===== src/rtl/key_debounce_pkg.sv =====
// Shared state encoding and counter sizing helpers for the key debouncer.
package key_debounce_pkg;

    typedef enum logic [1:0] {
        ST_RELEASED  = 2'd0,
        ST_PRESSED   = 2'd1,
        ST_REPEATING = 2'd2
    } ch_state_e;

    // Bits needed to hold 0..max_val inclusive.
    function automatic int cnt_width(input int max_val);
        return (max_val < 1) ? 1 : $clog2(max_val + 1);
    endfunction

    function automatic int max2(input int a, input int b);
        return (a > b) ? a : b;
    endfunction

endpackage


===== src/rtl/key_debounce_ch.sv =====
// One key channel: 2-flop synchronizer, debounce counter and press/repeat FSM.
module key_debounce_ch
    import key_debounce_pkg::*;
#(
    parameter int DB_CYCLES     = 500000,
    parameter int REPEAT_DELAY  = 25000000,
    parameter int REPEAT_PERIOD = 5000000
) (
    input  logic clk,
    input  logic rst_n,
    input  logic key_n,
    input  logic repeat_en,
    output logic key_level,
    output logic press_pulse,
    output logic release_pulse
);

    localparam int DB_W  = cnt_width(DB_CYCLES);
    localparam int RPT_W = cnt_width(max2(REPEAT_DELAY, REPEAT_PERIOD));
    localparam logic [DB_W-1:0]  DB_LAST = DB_W'(DB_CYCLES - 1);
    localparam logic [RPT_W-1:0] RD_LAST = RPT_W'(REPEAT_DELAY - 1);
    localparam logic [RPT_W-1:0] RP_LAST = RPT_W'(REPEAT_PERIOD - 1);

    logic             sync1_q, sync1_d, sync2_q, sync2_d;
    logic [DB_W-1:0]  db_cnt_q, db_cnt_d;
    logic [RPT_W-1:0] rpt_cnt_q, rpt_cnt_d;
    logic             level_q, level_d;
    logic             press_q, press_d;
    logic             release_q, release_d;
    ch_state_e        state_q, state_d;
    logic             accept;

    always_comb begin
        sync1_d   = key_n;
        sync2_d   = sync1_q;
        db_cnt_d  = db_cnt_q;
        level_d   = level_q;
        rpt_cnt_d = rpt_cnt_q;
        state_d   = state_q;
        press_d   = 1'b0;
        release_d = 1'b0;
        accept    = 1'b0;

        // Synchronized sample is active-low; compare against the active-high level.
        if (~sync2_q == level_q) begin
            db_cnt_d = '0;
        end else if (db_cnt_q >= DB_LAST) begin
            db_cnt_d = '0;
            level_d  = ~level_q;
            accept   = 1'b1;
        end else begin
            db_cnt_d = db_cnt_q + DB_W'(1);
        end

        case (state_q)
            ST_RELEASED: begin
                rpt_cnt_d = '0;
                if (accept && level_d) begin
                    state_d = ST_PRESSED;
                    press_d = 1'b1;
                end
            end
            ST_PRESSED: begin
                if (accept) begin
                    state_d   = ST_RELEASED;
                    release_d = 1'b1;
                    rpt_cnt_d = '0;
                end else if (!repeat_en) begin
                    rpt_cnt_d = '0;
                end else if (rpt_cnt_q < RD_LAST) begin
                    rpt_cnt_d = rpt_cnt_q + RPT_W'(1);
                end else begin
                    state_d   = ST_REPEATING;
                    press_d   = 1'b1;
                    rpt_cnt_d = '0;
                end
            end
            ST_REPEATING: begin
                // Release wins over a coincident repeat tick so the pulses never overlap.
                if (accept) begin
                    state_d   = ST_RELEASED;
                    release_d = 1'b1;
                    rpt_cnt_d = '0;
                end else if (!repeat_en) begin
                    state_d   = ST_PRESSED;
                    rpt_cnt_d = '0;
                end else if (rpt_cnt_q < RP_LAST) begin
                    rpt_cnt_d = rpt_cnt_q + RPT_W'(1);
                end else begin
                    press_d   = 1'b1;
                    rpt_cnt_d = '0;
                end
            end
            default: begin
                state_d   = ST_RELEASED;
                rpt_cnt_d = '0;
            end
        endcase
    end

    always_ff @(posedge clk) begin
        if (!rst_n) begin
            sync1_q   <= 1'b1;
            sync2_q   <= 1'b1;
            db_cnt_q  <= '0;
            rpt_cnt_q <= '0;
            level_q   <= 1'b0;
            press_q   <= 1'b0;
            release_q <= 1'b0;
            state_q   <= ST_RELEASED;
        end else begin
            sync1_q   <= sync1_d;
            sync2_q   <= sync2_d;
            db_cnt_q  <= db_cnt_d;
            rpt_cnt_q <= rpt_cnt_d;
            level_q   <= level_d;
            press_q   <= press_d;
            release_q <= release_d;
            state_q   <= state_d;
        end
    end

    assign key_level     = level_q;
    assign press_pulse   = press_q;
    assign release_pulse = release_q;

endmodule


===== src/rtl/key_debounce.sv =====
// Multi-key debouncer with auto-repeat; one independent channel per key.
module key_debounce
    import key_debounce_pkg::*;
#(
    parameter int N_KEYS        = 3,
    parameter int DB_CYCLES     = 500000,
    parameter int REPEAT_DELAY  = 25000000,
    parameter int REPEAT_PERIOD = 5000000
) (
    input  logic              clk,
    input  logic              rst_n,
    input  logic [N_KEYS-1:0] KEY,
    input  logic              repeat_en,
    output logic [N_KEYS-1:0] key_level,
    output logic [N_KEYS-1:0] press_pulse,
    output logic [N_KEYS-1:0] release_pulse
);

    for (genvar g = 0; g < N_KEYS; g++) begin : g_ch
        key_debounce_ch #(
            .DB_CYCLES    (DB_CYCLES),
            .REPEAT_DELAY (REPEAT_DELAY),
            .REPEAT_PERIOD(REPEAT_PERIOD)
        ) u_ch (
            .clk          (clk),
            .rst_n        (rst_n),
            .key_n        (KEY[g]),
            .repeat_en    (repeat_en),
            .key_level    (key_level[g]),
            .press_pulse  (press_pulse[g]),
            .release_pulse(release_pulse[g])
        );
    end

endmodule


===== config.mk =====
export PLATFORM = sky130hd
export DESIGN_NAME = key_debounce
export DESIGN_NICKNAME = d
export VERILOG_FILES = /design/src/rtl/key_debounce_pkg.sv /design/src/rtl/key_debounce_ch.sv /design/src/rtl/key_debounce.sv
export SDC_FILE = /design/constraint.sdc
export NUM_CORES = 1
export LEC_CHECK = 0
export BUFFER_PORTS_ARGS = -buffer_cell sky130_fd_sc_hd__buf_2
export CORE_MARGIN = 2
export CORE_UTILIZATION = 25
export DETAILED_ROUTE_END_ITERATION = 10
export GPL_TIMING_DRIVEN = 1
export PLACE_DENSITY = 0.39
export SKIP_LAST_GASP = 1
export SLEW_MARGIN = 20
export SYNTH_ARGS = -nofsm -noshare
export SYNTH_HDL_FRONTEND = slang
export SYNTH_SLANG_ARGS = --single-unit

===== constraint.sdc =====
create_clock -name clk -period 8.07 [get_ports clk]
set_clock_uncertainty 0.15 [all_clocks]
set_input_delay 1.614 -clock clk [delete_from_list [all_inputs] [get_ports clk]]
set_output_delay 1.614 -clock clk [all_outputs]
set_load 0.02 [all_outputs]

==> reports/qor.csv, run 1 <==
stage;metric;value;unit
critical_path;Critical Path AT;3.24;ns
yosys;register area share after synthesis;41.4;%
floorplan;# IOs;15;
clock_network;clk buf depth;2;
critical_path;CP Capture Point;g_ch[1].u_ch.rpt_cnt_q[8];
clock_network;number of CTS-inserted buffers;17;
clock_network;CTS HTree Levels;4;
timing;RSZ-0062 raised after global routing;false;
timing;Slew HR;41.1;%
cells_and_area;Final nets;893;
timing;crit share post-route;37.8;%
floorplan;Starting Density;25.6;%
routing;drt wl/cell;12.1;um
yosys;ranking of synthesized cells by area;dfxtp_1, xor2_1, nor2_1;
routing;# DRC;0;
floorplan;Die H;176;um
power_and_ir_drop;combinational power share;0.8;%
timing;Max Fclk;328;MHz
cells_and_area;FF+latch area;3060;sq um
run;max-cap violations;0;
yosys;syn_nets;896;
power_and_ir_drop;peak supply drop;0.0000970;V
yosys;synth cell count leaders;nor2_1, dfxtp_1, xor2_1, nand2_1, nand3_1;
timing;fin. max-slew vios;0;
yosys;area fraction of the dominant cell type after synthesis;41.4;%
clock_network;CTS tree;built;
floorplan;die width;176;um
yosys;Yosys Warn Count;0;
floorplan;die footprint;31000;sq um
yosys;cells after synthesis;872;
cells_and_area;FILL cells;3121;
power_and_ir_drop;clock share of power;49.9;%
placed_design;PortBufs;14;
routing;drt first-iter violations;325;
global_route;first-pass GRT wire length;27200;um
outcome;outcome;completed;
global_route;Overflow after GRT;0;
cells_and_area;layout cells sized above 1;7.37;%
critical_path;CP max FO;27;
global_route;vias in the first global route;5520;
global_route;total track usage;10.6;%
clock_network;clk root buf;clkbuf_16;
placed_design;routability cong.;0.752;
placed_design;dpl ws;4.53;ns
routing;Detail Route Antenna Nets;0;
timing;# setup viols final;0;
routing;Vias;5693;
yosys;ys flop type;dfxtp_1;
power_and_ir_drop;PD cells;184;nW/um^2
global_route;largest net degree at the start of global routing;28;
critical_path;reg2reg setup slack;5.28;ns
timing;Slew @ Worst Pin;0.876;ns
yosys;Yosys top cell by area;dfxtp_1;
global_route;initial antenna violation count;0;
critical_path;r2r endpoint;g_ch[0].u_ch.rpt_cnt_q[13];
yosys;Yosys reg bits;153;
cells_and_area;Final Non-Filler Cells;1266;
power_and_ir_drop;sw frac;22.6;%
cells_and_area;ANT cells;0;
critical_path;crit path kind;in2reg;
power_and_ir_drop;Leak;0.00274;uW
routing;Initial DRT Pass Iterations;4;
clock_network;Clock Sink Count;153;
floorplan;core area;28900;sq um
placed_design;Final HPWL DP;10500;um
placed_design;DP Cell Count;1234;
yosys;Syn Area/Cell;8.49;sq um
yosys;count leader, synth;nor2_1;
critical_path;crit path launch;rst_n;
clock_network;Clock Latency Late Sink;0.42;ns
timing;Worst Setup Slack, final;5.02;ns
routing;DR vias/cell;4.50;
worst_hold_path;Hold Path Stages;1;
clock_network;Post CTS Setup Buffer Count;0;
power_and_ir_drop;Seq pwr share;49.2;%
critical_path;Critical Path End Type;flop;
timing;Hold Fails Final Rpt;0;
yosys;Synth async-reset ratio;0;%
yosys;Netlist cell types;67;
clock_network;CTS resizes;0;
critical_path;R2R depth;6;
clock_network;cts-stage hold buffer count;0;
timing;Tmin final;3.05;ns
critical_path;reg2reg start;g_ch[0].u_ch.db_cnt_q[5];
timing;Final TNS setup;0;ns
routing;drt total wl;15300;um
worst_hold_path;hold crit path type;reg2reg;
yosys;Cell Area, Synth;7400;sq um
clock_network;Clock Pin Slew Worst Setup and Hold Paths;0.07;ns
critical_path;crit start category;input pin;
yosys;Post-synth EDFFs;0;
power_and_ir_drop;Int Pwr;1190;uW
power_and_ir_drop;switching power;349;uW
cells_and_area;synth-to-layout area growth;13.0;%
cells_and_area;multi-input logic area;4090;sq um
critical_path;Worst Path Required;8.26;ns
floorplan;Row Count;62;
## critical path: stages
cell     delay, ns
buf_2         0.45
nand3_1       0.15
nor3_1        0.23
nand2_1       0.52
nor2_1        0.26
## metrics by stage
step           area (sq um)  util, %  hold WS, ns  power (uW)
3_3_place_gp           7790     26.9        0.264         789
5_1_grt                8370     28.9        0.278        1610
4_1_cts                8370     28.9        0.263        1580
3_5_place_dp           7800     27.0        0.262         789
2_1_floorplan          7400        -        0.236         784
6_report               8370     28.9        0.264        1540
## worst min-delay path by stage
stage / startpoint / end / slack [ns]
after global placement: g_ch[2].u_ch.sync1_q / g_ch[2].u_ch.sync2_q / 0.26
final: g_ch[2].u_ch.sync1_q / g_ch[2].u_ch.sync2_q / 0.26
after floorplan: g_ch[0].u_ch.sync1_q / g_ch[0].u_ch.sync2_q / 0.24
after CTS: g_ch[2].u_ch.sync1_q / g_ch[2].u_ch.sync2_q / 0.26
after global routing: g_ch[2].u_ch.sync1_q / g_ch[2].u_ch.sync2_q / 0.28
after detailed placement: g_ch[2].u_ch.sync1_q / g_ch[2].u_ch.sync2_q / 0.26
## cell type report
| type | count | share of cell area, % |
|---|---|---|
| repair buffers | 15 | 0.927 |
| clock buffers | 18 | 5.13 |
| multi-input cells | 658 | 48.9 |
| clock inverters | 14 | 1.64 |
| flip-flops and latches | 153 | 36.6 |
| inverters | 24 | 1.08 |
| well taps | 384 | 5.74 |
## state kept, by name (all words and copies together), names as in the netlist
| name | flops |
|---|---|
| g_ch.u_ch.db_cnt_q | 57 |
| g_ch.u_ch.key_level | 3 |
| g_ch.u_ch.press_pulse | 3 |
| g_ch.u_ch.release_pulse | 3 |
| g_ch.u_ch.rpt_cnt_q | 75 |
| g_ch.u_ch.state_q | 6 |
| g_ch.u_ch.sync1_q | 3 |
| g_ch.u_ch.sync2_q | 3 |
## power groups by stage
stage	logic [uW]	clock network [uW]	registers, uW
after floorplan	9.19	0	775
after global placement	13.3	0	776
after detailed placement	13.6	0	775
after CTS	13.6	804	758
after global routing	14.8	837	758
final	13.1	769	758
## routing by layer
layer	GRT usage [%]	routed length (um)
met5	0	0
met4	4.17	242
met3	2.09	393
met2	16.2	6540
met1	14.7	8120
## cell families (layout without fill, tap and decap cells)
group           count (synthesis)  after routing  share of synthesized area (%)
simple gates                  435            435                           28.7
flops                         153            153                           41.4
xor+xnor                      120            120                           14.2
compound gates                 82             82                           8.72
buf+inv                        61             71                           3.60
fa+ha+maj                      18             18                           3.04
mux                             3              3                          0.406
## cell usage in the layout, fill, tap and decap left out, types with 4 or more instances in the layout
cell type / Yosys / routed
nor2_1: 155 / 155
dfxtp_1: 153 / 153
xor2_1: 71 / 71
nand2_1: 65 / 65
nand3_1: 53 / 53
xnor2_1: 49 / 49
nor3_1: 46 / 46
nand4_1: 26 / 26
inv_1: 24 / 24
and3_1: 23 / 23
ha_1: 18 / 18
clkbuf_16: 0 / 17
o21ai_0: 16 / 16
buf_2: 3 / 14
nor4_1: 9 / 9
and4_1: 9 / 9
a21oi_1: 7 / 7
and2_1: 7 / 7
nand2b_1: 7 / 7
or2_2: 6 / 6
nor2b_1: 6 / 6
a31oi_1: 5 / 5
clkinv_4: 0 / 5
inv_6: 0 / 5
or3_1: 4 / 4
o31ai_1: 4 / 4
a32o_1: 4 / 4
a211oi_1: 4 / 4
(Power assumes the default switching activity.)
==> run 2, diff against run 1 <==
- PLACE_DENSITY: 0.39 -> 0.4
- clock period: 8.07 -> 2.7 ns (I/O delays scaled with it)
==> run 2 against run 1 <==
Global-route usage is 0.13 points higher. Sequential cell count stayed put. Critical path depth is 1 higher. Setup slack worse by 4.9 ns. Worst hold slack worse by 0.091 ns. Final cell count is 1.3% higher. Via count is 1.4% higher.
==> reports/qor.csv, run 2 (synthesized netlist as in run 1, its figures left out) <==
stage;metric;value;unit;change
critical_path;CP max FO;6;;-78%
routing;drt first-iter violations;345;;+6.2%
critical_path;CP max stage delay;0.53;ns;about the same
floorplan;Row Count;62;;unchanged
routing;drt total wl;15500;um;+1.2%
critical_path;R2R depth;6;;unchanged
floorplan;core area;28900;sq um;unchanged
timing;Tmin final;2.57;ns;
routing;Detail Route Antenna Nets;0;;unchanged
floorplan;# IOs;15;;unchanged
clock_network;CTS HTree Levels;4;;unchanged
cells_and_area;synth-to-layout area growth;16.2;%;
cells_and_area;ANT cells;0;;unchanged
cells_and_area;Final Non-Filler Cells;1283;;+1.3%
routing;Initial DRT Pass Iterations;4;;unchanged
worst_hold_path;WHS Endpoint;g_ch[2].u_ch.sync1_q;;
clock_network;Clock Sink Count;153;;unchanged
timing;Slew HR;54.7;%;+14 points
global_route;vias in the first global route;5548;;+0.51%
routing;DR vias/cell;4.50;;about the same
clock_network;CTS tree;built;;
cells_and_area;Final nets;911;;+2.0%
critical_path;worst-path cell chain;or4_4 -> or4_4 -> o2111a_4 -> o41ai_4 -> o32ai_1 -> a32o_1;;
placed_design;Final HPWL DP;10700;um;+2.0%
timing;Hold Fails Final Rpt;0;;unchanged
clock_network;Post CTS Setup Buffer Count;0;;unchanged
routing;# DRC;0;;unchanged
global_route;Overflow after GRT;0;;unchanged
cells_and_area;layout cells sized above 1;9.12;%;+1.8 points
floorplan;die footprint;31000;sq um;unchanged
clock_network;clk root buf;clkbuf_16;;
clock_network;clk buf depth;2;;unchanged
timing;fin. max-slew vios;0;;unchanged
worst_hold_path;Hold Path Stages;2;;+1
critical_path;crit start category;flop;;
critical_path;crit path kind;reg2reg;;
critical_path;Slowest cell on crit path;or4_4;;
outcome;outcome;completed;;
placed_design;routability cong.;0.725;;-3.6%
timing;Max Fclk;389;MHz;
global_route;initial antenna violation count;0;;unchanged
worst_hold_path;Hold Startpoint;KEY[2];;
timing;RSZ-0062 raised after global routing;false;;
critical_path;reg2reg setup slack;0.13;ns;-5.15 ns
critical_path;Worst Path Required;2.87;ns;-5.39 ns
floorplan;die width;176;um;unchanged
placed_design;DP Cell Count;1252;;+1.5%
floorplan;Die H;176;um;unchanged
cells_and_area;number of flip-flops under the largest register name;75;;unchanged
cells_and_area;top flop regs;g_ch.u_ch.rpt_cnt_q: 75 flops, g_ch.u_ch.db_cnt_q: 57 flops, g_ch.u_ch.state_q: 6 flops;;
cells_and_area;commonest non-fill, non-tap cell in the layout;nor2_1;;
critical_path;CP most frequent cell;or4_4;;
critical_path;Critical Path AT;2.75;ns;-0.49 ns
run;max-cap violations;0;;unchanged
floorplan;Starting Density;25.6;%;unchanged
clock_network;number of CTS-inserted buffers;17;;unchanged
power_and_ir_drop;PD cells;578;nW/um^2;+210%
cells_and_area;commonest non-fill, non-tap cells in the layout;nor2_1, dfxtp_1, xor2_1;;
timing;Final TNS setup;0;ns;unchanged
clock_network;CTS resizes;0;;unchanged
clock_network;Clock Pin Slew Worst Setup and Hold Paths;0.07;ns;about the same
global_route;first-pass GRT wire length;27000;um;-0.94%
routing;Vias;5772;;+1.4%
power_and_ir_drop;Leak;0.00288;uW;+5.3%
cells_and_area;Largest Register;g_ch.u_ch.rpt_cnt_q;;
critical_path;reg2reg start;g_ch[0].u_ch.db_cnt_q[5];;
worst_hold_path;hold crit path type;in2reg;;
global_route;total track usage;10.7;%;+0.13 points
placed_design;PortBufs;14;;unchanged
critical_path;Critical Path End Type;flop;;
routing;drt wl/cell;12.1;um;-0.16%
clock_network;cts-stage hold buffer count;0;;unchanged
timing;# setup viols final;0;;unchanged
clock_network;Clock Latency Late Sink;0.43;ns;about the same
timing;crit share post-route;95.3;%;
timing;Slew @ Worst Pin;0.663;ns;-0.213 ns
power_and_ir_drop;peak supply drop;0.000378;V;+290%
global_route;largest net degree at the start of global routing;26;;-7.1%
cells_and_area;fin util;29.7;%;+0.81 points
critical_path;r2r endpoint;g_ch[0].u_ch.state_q[1];;
-- run 2: area by class of cell --
type | count | area, sq um
Inverter | 24 | 90.1
Multi-Input combinational cell | 658 | 4080
Tap cell | 384 | 480
Fill cell | 3093 | 20300
Sequential cell | 153 | 3060
Clock inverter | 11 | 195
Clock buffer | 20 | 457
Timing Repair Buffer | 33 | 238
-- run 2: metal layers --
layer / track usage, % / vias up / part of all wire, %
met4: 4.75 / 0 / 1.8
met5: 0 / - / 0
met3: 2.50 / 16 / 2.5
met1: 14.2 / 2661 / 52
met2: 16.7 / 50 / 44
li1: - / 3045 / -
-- run 2: per-stage QoR --
stage | power (uW) | worst slack, ns | instance area (sq um) | hold slack, ns
floorplan | 2340 | 0.136 | 7400 | 0.236
global placement | 2360 | 0.131 | 7950 | 0.241
detailed placement | 2360 | 0.120 | 7950 | 0.254
CTS | 5070 | 0.111 | 8600 | 0.150
global route | 5170 | 0.0349 | 8600 | 0.162
finish | 4970 | 0.126 | 8600 | 0.172
-- run 2: worst max-delay path by stage --
stage | startpoint | endpoint | slack [ns]
finish | g_ch[0].u_ch.db_cnt_q[5] | g_ch[0].u_ch.state_q[1] | 0.13
global route | g_ch[0].u_ch.db_cnt_q[5] | g_ch[0].u_ch.state_q[1] | 0.03
detailed placement | g_ch[0].u_ch.db_cnt_q[5] | g_ch[0].u_ch.state_q[1] | 0.12
floorplan | g_ch[0].u_ch.db_cnt_q[5] | g_ch[0].u_ch.state_q[1] | 0.14
global placement | g_ch[0].u_ch.db_cnt_q[5] | g_ch[0].u_ch.state_q[1] | 0.13
CTS | g_ch[0].u_ch.db_cnt_q[5] | g_ch[0].u_ch.state_q[1] | 0.11
-- run 2: worst max-delay path: cells and delay by family, from the launching register on --
family | cells | cell delay (ns)
AO/OA/AOI/OAI | 4 | 0.96
flip-flops | 1 | 0.31
AND/OR/NAND/NOR | 2 | 1.05
-- run 2: power breakdown --
part	switching (uW)	total, uW	leakage, uW	internal (uW)
clock network	977	2660	0.000320	1690
logic	28.0	42.1	0.00133	14.1
registers	4.32	2270	0.00123	2260
total	1010	4970	0.00288	3960
==> run 3, diff against run 2 <==
--- a/config.mk
+++ b/config.mk
@@ -12,3 +12,3 @@
 export GPL_TIMING_DRIVEN = 1
-export PLACE_DENSITY = 0.4
+export PLACE_DENSITY = 0.39
 export SKIP_LAST_GASP = 1
==> constraint.sdc (replaced) <==
create_clock -name clk -period 3 [get_ports clk]
set_clock_uncertainty 0.15 [all_clocks]
set_input_delay 0.3 -clock clk [delete_from_list [all_inputs] [get_ports clk]]
set_output_delay 0.3 -clock clk [all_outputs]
set_load 0.02 [all_outputs]
==> run 3 against run 2 <==
Setup slack gained 0.14 ns. Global-route usage is essentially flat. Fmax shrank 5.8%. Critical path type unchanged. Largest cell class unchanged. Largest power group unchanged.
==> reports/qor.csv, run 3 (synthesized netlist as in run 1, its figures left out) <==
stage;metric;value;unit;change
clock_network;CTS HTree Levels;4;;unchanged
floorplan;Die H;176;um;unchanged
global_route;vias in the first global route;5628;;+1.4%
floorplan;Starting Density;25.6;%;unchanged
timing;# setup viols final;0;;unchanged
clock_network;Clock Latency Late Sink;0.42;ns;about the same
critical_path;Critical Path AT;2.89;ns;+0.14 ns
critical_path;worst-path cell chain;or4_4 -> or4_4 -> o2111a_4 -> nor3b_2 -> a211o_2 -> buf_12 -> nor2_1;;
cells_and_area;top flop regs;g_ch.u_ch.rpt_cnt_q: 75 flops, g_ch.u_ch.db_cnt_q: 57 flops, g_ch.u_ch.state_q: 6 flops;;
critical_path;crit start category;flop;;
critical_path;CP most frequent cell;or4_4;;
cells_and_area;Final nets;905;;-0.66%
critical_path;crit path kind;reg2reg;;
critical_path;Worst Path Required;3.16;ns;+0.29 ns
timing;RSZ-0062 raised after global routing;false;;
cells_and_area;commonest non-fill, non-tap cells in the layout;nor2_1, dfxtp_1, xor2_1;;
timing;Final TNS setup;0;ns;unchanged
global_route;largest net degree at the start of global routing;26;;unchanged
placed_design;PortBufs;14;;unchanged
cells_and_area;Largest Register;g_ch.u_ch.rpt_cnt_q;;
global_route;total track usage;10.7;%;-0.040 points
floorplan;# IOs;15;;unchanged
clock_network;Clock Pin Slew Worst Setup and Hold Paths;0.07;ns;about the same
clock_network;CTS tree;built;;
cells_and_area;number of flip-flops under the largest register name;75;;unchanged
power_and_ir_drop;PD cells;509;nW/um^2;-12%
clock_network;number of CTS-inserted buffers;17;;unchanged
critical_path;Top Family by Delay on Critical Path;simple AND/OR/NAND/NOR gates;;
critical_path;Critical Path End Type;flop;;
clock_network;clk buf depth;2;;unchanged
critical_path;CP max FO;15;;+9
routing;DR vias/cell;4.47;;-0.72%
cells_and_area;ANT cells;0;;unchanged
routing;drt wl/cell;12.1;um;about the same
global_route;initial antenna violation count;0;;unchanged
floorplan;die footprint;31000;sq um;unchanged
critical_path;CP max stage delay;0.55;ns;+0.02 ns
run;max-cap violations;0;;unchanged
clock_network;clk root buf;clkbuf_16;;
global_route;first-pass GRT wire length;27400;um;+1.7%
routing;Initial DRT Pass Iterations;5;;+1
routing;Detail Route Antenna Nets;0;;unchanged
routing;# DRC;0;;unchanged
timing;Tmin final;2.73;ns;+0.159 ns
cells_and_area;Final Non-Filler Cells;1278;;-0.39%
outcome;outcome;completed;;
global_route;Overflow after GRT;0;;unchanged
placed_design;routability cong.;0.741;;+2.2%
clock_network;CTS resizes;0;;unchanged
routing;Vias;5708;;-1.1%
timing;Slew @ Worst Pin;0.677;ns;+0.0141 ns
power_and_ir_drop;post-route total power;4340;uW;-13%
timing;fin. max-slew vios;0;;unchanged
timing;Hold Fails Final Rpt;0;;unchanged
timing;crit share post-route;91.1;%;-4.2 points
routing;drt total wl;15400;um;-0.45%
cells_and_area;commonest non-fill, non-tap cell in the layout;nor2_1;;
timing;Slew HR;53.7;%;-0.96 points
placed_design;Final HPWL DP;10700;um;-0.21%
worst_hold_path;hold crit path type;in2reg;;
timing;Max Fclk;366;MHz;-5.8%
floorplan;core area;28900;sq um;unchanged
routing;drt first-iter violations;291;;-16%
placed_design;DP Cell Count;1243;;-0.72%
floorplan;die width;176;um;unchanged
cells_and_area;layout cells sized above 1;8.28;%;-0.84 points
floorplan;Row Count;62;;unchanged
power_and_ir_drop;Leak;0.00281;uW;-2.4%
cells_and_area;fin util;29.4;%;-0.28 points
power_and_ir_drop;peak supply drop;0.000335;V;-11%
critical_path;buffers plus inverters on the worst setup path;1;;+1
critical_path;Slowest cell on crit path;or4_4;;
cells_and_area;FILL cells;3129;;+1.2%
clock_network;Clock Sink Count;153;;unchanged
cells_and_area;synth-to-layout area growth;15.1;%;
run 3: cell count changes in the layout (fill, tap and decap cells not counted), moves of 2 or more:
| cell | before | now |
|---|---|---|
| dlygate4sd3_1 | 0 | 3 |
| buf_4 | 17 | 9 |
| clkinv_4 | 4 | 1 |
| inv_6 | 0 | 4 |
| clkinvlp_4 | 0 | 4 |
| bufinv_16 | 5 | 3 |
| clkinv_2 | 2 | 0 |
run 3: layout make-up:
cell class	instances	area [sq um]	share of cell area [%]
Timing Repair Buffer	27	188	2.20
Multi-Input combinational cell	658	4080	47.9
Sequential cell	153	3060	35.9
Tap cell	384	480	5.64
Clock buffer	20	457	5.36
Clock inverter	12	164	1.92
Inverter	24	90.1	1.06
run 3: through the flow:
stage / hold WS [ns] / setup slack (ns) / instance area (sq um)
global route: 0.107 / 0.154 / 8520
CTS: 0.0799 / 0.245 / 8520
floorplan: 0.236 / 0.436 / 7400
finish: 0.105 / 0.267 / 8520
detailed placement: 0.245 / 0.262 / 7870
global placement: 0.238 / 0.292 / 7870
run 3: what timing repair did:
| action | 4_1_cts | 5_1_grt |
|---|---|---|
| hold buffers | 3 | 0 |
| setup buffers | 0 | 0 |
| hold endpoints to repair | 3 | 0 |
run 3: report_power, final:
part | internal, uW | switching [uW]
Clock | 1370 | 890
Sequential | 2040 | 4.32
Combinational | 15.2 | 25.5
Total | 3420 | 920
run 3: worst paths after layout:
kind	startpoint	endpoint	slack (ns)	depth (start not counted)
min reg2reg	g_ch[2].u_ch.sync1_q	g_ch[2].u_ch.sync2_q	0.26	1
max reg2reg	g_ch[0].u_ch.db_cnt_q[5]	g_ch[0].u_ch.rpt_cnt_q[21]	0.27	7
max	g_ch[0].u_ch.db_cnt_q[5]	g_ch[0].u_ch.rpt_cnt_q[21]	0.27	7
min	rst_n	g_ch[0].u_ch.sync1_q	0.10	2
run 3: metal layers:
metal | routed length (um) | GRT usage, % | part of all wire, %
met2 | 6700 | 16.6 | 43
met4 | 218 | 3.93 | 1.4
met1 | 8140 | 14.5 | 53
met3 | 352 | 2.43 | 2.3
met5 | 0 | 0 | 0
run 3: worst register-to-register path: stages (launching register included):
cell and delay [ns]:
dfxtp_1 0.36, or4_4 0.55, or4_4 0.52, o2111a_4 0.20, nor3b_2 0.30, a211o_2 0.31
buf_12 0.18, nor2_1 0.06
